==> config.mk <==
export PLATFORM = sky130hd
export DESIGN_NAME = penal_scoreboard
export DESIGN_NICKNAME = d
export VERILOG_FILES = /design/src/rtl/penal_scoreboard_pkg.sv /design/src/rtl/penal_scoreboard_seg7_decoder.sv /design/src/rtl/penal_scoreboard.sv
export SDC_FILE = /design/constraint.sdc
export NUM_CORES = 1
export LEC_CHECK = 0
export CAP_MARGIN = 0
export CORE_MARGIN = 5
export CORE_UTILIZATION = 30
export CTS_CLUSTER_SIZE = 20
export DETAILED_ROUTE_END_ITERATION = 7
export DONT_BUFFER_PORTS = 1
export HOLD_SLACK_MARGIN = 0.1
export PLACE_DENSITY_LB_ADDON = 0.15
export SLEW_MARGIN = 40
export SYNTH_ARGS = -nofsm -noshare
export SYNTH_HDL_FRONTEND = slang
export SYNTH_SLANG_ARGS = --single-unit
export TNS_END_PERCENT = 10
==> constraint.sdc <==
create_clock -name clk -period 3.8 [get_ports clk]
set_input_delay 0.95 -clock clk [delete_from_list [all_inputs] [get_ports clk]]
set_output_delay 0.95 -clock clk [all_outputs]
set_load 0.02 [all_outputs]
==> src/rtl/penal_scoreboard_pkg.sv <==
// rtl/penal_scoreboard_pkg.sv - shared display constants for the penalty scoreboard
package penal_scoreboard_pkg;

    localparam logic [6:0] SEG_BLANK = 7'b1111111;
    localparam logic [6:0] SEG_DASH  = 7'b0111111;

    // active-low {g,f,e,d,c,b,a}
    localparam logic [6:0] SEG_DIGIT [10] = '{
        7'b1000000, 7'b1111001, 7'b0100100, 7'b0110000, 7'b0011001,
        7'b0010010, 7'b0000010, 7'b1111000, 7'b0000000, 7'b0010000
    };

    localparam logic [1:0] DIGIT_GOALS = 2'd0;
    localparam logic [1:0] DIGIT_SAVES = 2'd1;
    localparam logic [1:0] DIGIT_PEN   = 2'd2;
    localparam logic [1:0] DIGIT_MODE  = 2'd3;

endpackage

==> src/rtl/penal_scoreboard_seg7_decoder.sv <==
// rtl/penal_scoreboard_seg7_decoder.sv - 3-bit value to active-low 7-segment pattern
module seg7_decoder
    import penal_scoreboard_pkg::*;
(
    input  logic [2:0] value,
    input  logic       blank,
    output logic [6:0] seg
);

    // values above 5 never come from a legal source, so they render as a dash
    always_comb begin
        seg = SEG_DASH;
        if (blank)
            seg = SEG_BLANK;
        else if (value <= 3'd5)
            seg = SEG_DIGIT[{1'b0, value}];
    end

endmodule

==> src/rtl/penal_scoreboard.sv <==
// rtl/penal_scoreboard.sv - goal/save tallies, game-over latch and multiplexed 7-segment scan
module penal_scoreboard
    import penal_scoreboard_pkg::*;
#(
    parameter int REFRESH_DIV = 50000,
    parameter int BLINK_DIV   = 64,
    parameter int MAX_PEN     = 5
) (
    input  logic       clk,
    input  logic       rst,
    input  logic       en,
    input  logic       clr,
    input  logic       kick,
    input  logic       goal,
    input  logic       noT,
    input  logic [2:0] cont,
    input  logic       fin,
    input  logic       mode5,
    output logic [6:0] seg,
    output logic [3:0] an,
    output logic [2:0] goals,
    output logic [2:0] saves,
    output logic       done
);

    localparam int PW = (REFRESH_DIV > 2) ? $clog2(REFRESH_DIV) : 1;
    localparam int BW = (BLINK_DIV > 2) ? $clog2(BLINK_DIV) : 1;
    localparam logic [PW-1:0] PRESC_MAX = PW'(REFRESH_DIV - 1);
    localparam logic [BW-1:0] BLINK_MAX = BW'(BLINK_DIV - 1);
    localparam logic [2:0]    TALLY_MAX = 3'(MAX_PEN);

    logic [PW-1:0] presc;
    logic [1:0]    idx;
    logic [BW-1:0] bcnt;
    logic          phase;
    logic          tick;
    logic          score;
    logic [2:0]    digit_val;

    assign tick  = en && (presc == PRESC_MAX);
    // a kick in the cycle fin rises is dropped: the done latch takes precedence
    assign score = kick && !noT && !done && !fin;

    always_ff @(posedge clk or posedge rst) begin
        if (rst) begin
            presc <= '0;
            idx   <= 2'd0;
        end else if (en) begin
            presc <= tick ? '0 : presc + 1'b1;
            if (tick)
                idx <= idx + 2'd1;
        end
    end

    always_ff @(posedge clk or posedge rst) begin
        if (rst) begin
            goals <= 3'd0;
            saves <= 3'd0;
            done  <= 1'b0;
        end else if (en) begin
            if (clr) begin
                goals <= 3'd0;
                saves <= 3'd0;
                done  <= 1'b0;
            end else begin
                if (fin)
                    done <= 1'b1;
                if (score && goal && goals < TALLY_MAX)
                    goals <= goals + 3'd1;
                if (score && !goal && saves < TALLY_MAX)
                    saves <= saves + 3'd1;
            end
        end
    end

    always_ff @(posedge clk or posedge rst) begin
        if (rst) begin
            bcnt  <= '0;
            phase <= 1'b1;
        end else if (en) begin
            if (clr || !done) begin
                bcnt  <= '0;
                phase <= 1'b1;
            end else if (tick) begin
                if (bcnt == BLINK_MAX) begin
                    bcnt  <= '0;
                    phase <= ~phase;
                end else begin
                    bcnt <= bcnt + 1'b1;
                end
            end
        end
    end

    assign an = ~(4'b0001 << idx);

    always_comb begin
        digit_val = goals;
        case (idx)
            DIGIT_GOALS: digit_val = goals;
            DIGIT_SAVES: digit_val = saves;
            DIGIT_PEN:   digit_val = cont;
            DIGIT_MODE:  digit_val = mode5 ? 3'd5 : 3'd3;
            default:     digit_val = goals;
        endcase
    end

    seg7_decoder u_dec (
        .value (digit_val),
        .blank (!phase && idx[1]),
        .seg   (seg)
    );

endmodule

==> summary.txt <==
Clock tree
  • H-tree depth: 2
  • Longest Clk Path Bufs: 2
  • CTS tree: built
  • CTS root buf: clkbuf_8
  • Hold_buf cts: 0
  • CTS Buf Count: 5
  • Clock sinks: 32
  • Worst skew pair latency: 280 ps
  • Reg clk slew, reported paths: 70 ps

Logic synthesis
  • Synth area leaders: dfrtp_1 37%, ha_1 7.8%, nand2_1 3.4%, xnor2_1 3.4%, inv_1 3.2%
  • Yosys top cell by area: dfrtp_1
  • Sequential fraction of the synthesis area: 38.57%
  • Number of synthesized register bits: 32
  • Area share of the largest cell type after synthesis: 37.30%
  • Most common cell in the netlist: dfrtp_1
  • Syn Area/Cell: 9.495 sq um
  • XOR/XNOR share of the synthesized area: 5.897%
  • Adder-Cell Fraction of Synth Area: 7.822%
  • Synth Cell Area: 0.002079 sq mm
  • Simple-gate share of the synthesized area: 26.47%
  • Asr flop ratio synth: 100.0%
  • Ys flop type: dfrtp_1
  • Netlist cell types: 52
  • Syn_nets: 244
  • Synth Area in Compound Gates: 14.68%
  • Commonest cells in the netlist: 31 x dfrtp_1, 19 x nand2_1, 18 x inv_1
  • Number of flops mapped to enable cells by yosys: 0
  • Cell count after synthesis: 219
  • YS warnings: 0
  • Mux contribution to synthesized area: 1.685%
  • Largest family of logic cells by synthesized area: simple AND/OR/NAND/NOR gates

Drt
  • Vias: 1626
  • DR WL/cell: 15.03 um
  • Remaining DRCs: 0
  • Detailed Route Iter0 Violations: 96
  • Via density: 5.262
  • WL final: 4643 um
  • Post-route ant nets: 0
  • Drt pass-1 iters: 4

Setup path
  • Worst R2R Path Depth: 5
  • Worst Path Arrival: 2670 ps
  • Worst endpoint required time: 2850 ps
  • R2R Setup Slk: 1710 ps
  • Worst R2R End: bcnt[2]
  • CP Max Fanout: 5
  • CP Launch Point: idx[0]
  • Setup Crit Path Kind: reg -> out
  • CP Capture Point: seg[5]
  • R2r startpoint: presc[0]
  • CP endpoint kind: primary output
  • CP Launch Type: register

Finish
  • Layout cells sized above 1: 13.97%
  • Final nets: 253
  • Area growth from synthesis to layout: 12.39%
  • Fin area: 0.002337 sq mm
  • Ant diodes: 0
  • Fill cell count: 708

Pwr
  • PwrDens: 354.3 mW/mm^2
  • Clock share of power: 38.6%
  • Sequential share of power: 49.3%
  • P_leak: 1.060 nW
  • Max IR drop VDD: 0.0001304 V
  • Psw: 0.2212 mW
  • Sw frac: 26.71%
  • Internal power: 0.6070 mW
  • Comb pwr share: 12.1%

Die
  • # IOs: 30
  • Die span in x: 93.26 um
  • Die area: 0.008697 sq mm
  • Std-Cell Rows: 30
  • Chip Height: 93.26 um
  • Core ar.: 0.006756 sq mm
  • Initial Util: 30.78%

GRT
  • Total track usage: 10.89%
  • Initial antenna violation count: 0
  • Number of global-route vias before repair: 1562
  • Global-route wire length before repair: 7521 um
  • GRT overflow: 0
  • Pin count of the biggest net entering global routing: 33

STA
  • Setup Viol. Count Final: 0
  • Setup TNS: 0 ps
  • Hold WS: 478.3 ps
  • Min cycle time layout: 3623 ps
  • Final Cycle Share: 95.35%
  • Final slew viol count: 0
  • Worst setup margin: 176.8 ps
  • Slew HR: 53.06%
  • Clock Skew: 8.429 ps
  • Slew @ Worst Pin: 704.1 ps
  • Final hold violations: 0
  • FMAX: 276.0 MHz

Place
  • Gpl congestion: 0.7461
  • Half-perimeter wire length after placement: 3345 um
  • Placed instance area: 0.002195 sq mm
  • Pre-CTS setup slack: 246.7 ps
  • I/O Buffers: 0

Worst hold path
  • Worst hold start: presc[15]
  • HP Class: reg -> reg

Run status
  • Status: completed

Job
  • Maxcap violations: 0
==> repair_timing <==
action / in CTS / in global routing
buffers inserted: 0 / 1
resized for setup: 0 / 8
endpoints found under the hold margin: 0 / 0
endpoints found under the setup margin: 0 / 5
==> power by group through the flow <==
| stage | Combinational [mW] | Sequential [mW] | Clock, mW |
|---|---|---|---|
| CTS | 0.100 | 0.408 | 0.335 |
| detailed placement | 0.0992 | 0.414 | 0 |
| global route | 0.111 | 0.413 | 0.351 |
| finish | 0.100 | 0.408 | 0.320 |
| global placement | 0.0986 | 0.412 | 0 |
| floorplan | 0.0824 | 0.406 | 0 |
==> registers in the layout, summed over array words and instances (netlist names) <==
signal,count
phase,1
bcnt,6
done,1
idx,2
saves,3
goals,3
presc,16
==> per-stage QoR <==
| stage | instances | utilization [%] | total power [mW] |
|---|---|---|---|
| 5_1_grt | 309 | 34.59 | 0.8754 |
| 6_report | 309 | 34.59 | 0.8282 |
| 3_3_place_gp | 300 | 32.48 | 0.5110 |
| 2_1_floorplan | 219 | - | 0.4881 |
| 3_5_place_dp | 300 | 32.48 | 0.5135 |
| 4_1_cts | 308 | 34.07 | 0.8433 |
==> cell families after synthesis <==
kind of cell	after synthesis
and+or+nand+nor	89
DFF	32
xor gates and xnor gates	14
adders and majority gates	13
muxes	3
buffers and inverters	24
AOI/OAI and AO/OA	44
==> critical path: stages (launching register included) <==
cell,delay (ps)
dfrtp_1,410
inv_2,110
ha_2,240
a22oi_1,160
a31oi_2,290
inv_1,110
ha_1,270
a311oi_4,380
nor4_1,100
a31oi_1,160
buf_4,170
==> worst min-delay path by stage <==
stage	end	slack, ps	cells after the start
after floorplan	presc[15]	440	1
after global placement	presc[15]	480	1
after detailed placement	presc[15]	480	1
after CTS	presc[15]	490	1
after global routing	presc[15]	500	1
final	presc[15]	480	1
==> routing by layer <==
metal	up-vias	wire length (um)	global-route usage, %
li1	809	-	-
met1	777	2273	14.51
met2	36	2093	16.56
met3	4	240	3.298
met4	0	34	4.029
met5	-	0	0
==> placed cells by master, fill, tap and decap left out, types with 3 or more instances in the layout <==
master | netlist | final
and3_1 | 6 | 6
ha_1 | 13 | 11
xor2_1 | 6 | 6
buf_4 | 2 | 7
o21ai_1 | 6 | 7
nor2_1 | 15 | 15
xnor2_1 | 8 | 8
inv_1 | 18 | 16
clkbuf_8 | 0 | 5
a21oi_1 | 8 | 8
a31oi_1 | 4 | 3
nor3_1 | 4 | 4
nor2b_1 | 5 | 5
nand2_1 | 19 | 19
nor4_1 | 5 | 5
nand4_2 | 3 | 3
nand3_1 | 10 | 10
o21ai_0 | 6 | 5
dfrtp_1 | 31 | 31
nand2b_1 | 4 | 4
or3_1 | 3 | 3
==> cell type report <==
type / instances / area [sq um] / share of cell area [%]
Sequential cell: 32 / 802.0 / 34.31
Clock buffer: 6 / 72.57 / 3.105
Tap cell: 80 / 100.1 / 4.283
Clock inverter: 2 / 35.03 / 1.499
Multi-Input combinational cell: 163 / 1204 / 51.50
Inverter: 19 / 71.32 / 3.051
Timing Repair Buffer: 7 / 52.55 / 2.248
Note: power is estimated with default switching activity, not from simulation.
==> RTL change (same flow settings) <==
Make the reset (`rst`) synchronous in 3 clocked blocks.
--- a/src/rtl/penal_scoreboard.sv
+++ b/src/rtl/penal_scoreboard.sv
@@ -42,5 +42,5 @@
     assign score = kick && !noT && !done && !fin;
 
-    always_ff @(posedge clk or posedge rst) begin
+    always_ff @(posedge clk) begin
         if (rst) begin
             presc <= '0;
@@ -53,5 +53,5 @@
     end
 
-    always_ff @(posedge clk or posedge rst) begin
+    always_ff @(posedge clk) begin
         if (rst) begin
             goals <= 3'd0;
@@ -74,5 +74,5 @@
     end
 
-    always_ff @(posedge clk or posedge rst) begin
+    always_ff @(posedge clk) begin
         if (rst) begin
             bcnt  <= '0;
Behaviour: differs if rst is asserted again (counterexample within 4 cycles, from zero or initial values and one cycle with rst high); with rst held inactive, the same outputs for 10 cycles.
==> RTL change against the unedited design <==
- routed wire length fell by 7.4%
- critical path type unchanged
- setup slack improved by 220 ps
- area after synthesis fell by 7.9%
- clock skew fell by 2.9 ps
- die area fell by 7.1%
- design area fell by 8.9%
- hold slack improved by 1.5 ps
- sequential cell count did not move
Power is not compared: it rests on default switching activity, and its combinational part moved more than twofold at a synthesized area within 25%.
==> RTL change: results (changes against the unedited design) <==
Run status
  – Result of the run: completed

Synthesis
  – Top FF cell, synth: dfxtp_1
  – Portion of the post-synthesis area used by sequential elements: 33.5% (-5.1 points)
  – Share of the synthesized area in the top cell type: 33.5% (-3.8 points)
  – Syn Nets: 253 (+3.7%)
  – Cell types with the highest counts after synthesis: dfxtp_1 (32), nor2_1 (22), a21oi_1 (17), inv_1 (17), nand2_1 (14)
  – Cells taking the most area after synthesis: dfxtp_1 (33%), ha_1 (8.5%), xnor2_1 (5.5%), a21oi_1 (4.4%), nor2_1 (4.3%)
  – Share of flip-flops with an asynchronous set or reset: 0% (-100 points)

Global route
  – First-pass GRT wire length: 7.43 mm (-1.2%)
  – Vias in the first global route: 1566 (+0.26%)
  – Maximum number of pins on one net before global-route repair: 16 (-52%)
  – Global-route usage over all layers: 11.2% (+0.27 points)

Placed design
  – Weighted congestion reported at the end of routability-driven placement: 0.772 (+3.5%)
  – Minimum setup slack after placement: 542 ps (+295 ps)

Drt
  – Average detailed-routed wire length per instance: 13.7 um (-9.2%)
  – Via count: 1670 (+2.7%)
  – Number of optimization iterations in the first detailed-route pass: 5 (+1)

Worst setup path
  – Category of cells accounting for the largest share of critical-path delay: adder cells
  – Crit path max-delay cell type: dfxtp_1
  – Max FO, Critical Path: 6 (+1)

Cells and area
  – Layout Nets: 262 (+3.6%)
  – Fraction of layout cells with a size suffix above 1: 9.24% (-4.7 points)

Power
  – VDD IR-drop max: 0.000125 V

STA
  – Measured slew at the worst slew-check pin: 524 ps (-180 ps)
  – Worst clock skew: 5.49 ps (-2.94 ps)
==> RTL change: layout make-up <==
class,instances,area [um^2]
multi-input cells,176,1200
repair buffers,5,37.5
clock inverters,2,10.0
inverters,17,63.8
well taps,77,96.3
flip-flops and latches,32,641
fillers,688,4150
clock buffers,6,82.6
==> RTL change: worst reg2reg max path, stage by stage (launching register included) <==
cell and delay (ps):
dfxtp_1 380, ha_1 200, and4_1 300, nand4_2 270, nand2b_1 490, nor2_1 100
==> RTL change: metal layers <==
metal | wire (um) | share of wire, % | global-route usage [%]
met1 | 2000 | 46 | 13.5
met2 | 1890 | 44 | 17.4
met3 | 330 | 7.7 | 5.18
met4 | 84 | 2.0 | 3.85
met5 | 0 | 0 | 0
==> RTL change: kinds of logic (layout without fill, tap and decap cells) <==
kind of cell,Yosys count,count (layout),synth area share [%]
AOI/OAI and AO/OA,41,41,13.7
DFF,32,32,33.5
adders and majority gates,13,13,8.50
buffers and inverters,20,30,3.99
muxes,2,2,1.11
and+or+nand+nor,105,105,32.4
xor gates and xnor gates,15,15,6.86
==> RTL change: report_power, final <==
group | switching, mW | internal [mW]
Clock | 0.133 | 0.145
Sequential | 0.00375 | 0.338
Combinational | 0.00973 | 0.00678
==> RTL change: final timing paths <==
path	slack, ps	cells past startpoint	startpoint	end
worst min register to register	480	2	bcnt[5]$_SDFFE_PP0P_	bcnt[5]$_SDFFE_PP0P_
worst max-delay path	400	9	idx[1]$_SDFFE_PP0P_	seg[3]
worst max register to register	1920	5	presc[0]$_SDFFE_PP0P_	presc[14]$_SDFFE_PP0P_
worst min-delay path	480	2	bcnt[5]$_SDFFE_PP0P_	bcnt[5]$_SDFFE_PP0P_
==> RTL change: per-stage QoR <==
| step | cells | hold slack, ps | cell area [um^2] | utilization, % | total power, mW |
|---|---|---|---|---|---|
| 6_report | 315 | 480 | 2130 | 33.9 | 0.635 |
| 5_1_grt | 315 | 519 | 2130 | 33.9 | 0.667 |
| 4_1_cts | 315 | 483 | 2130 | 33.9 | 0.645 |
| 3_5_place_dp | 307 | 472 | 2040 | 32.4 | 0.366 |
| 3_3_place_gp | 307 | 472 | 2040 | 32.4 | 0.366 |
| 2_1_floorplan | 228 | 452 | 1910 | - | 0.364 |
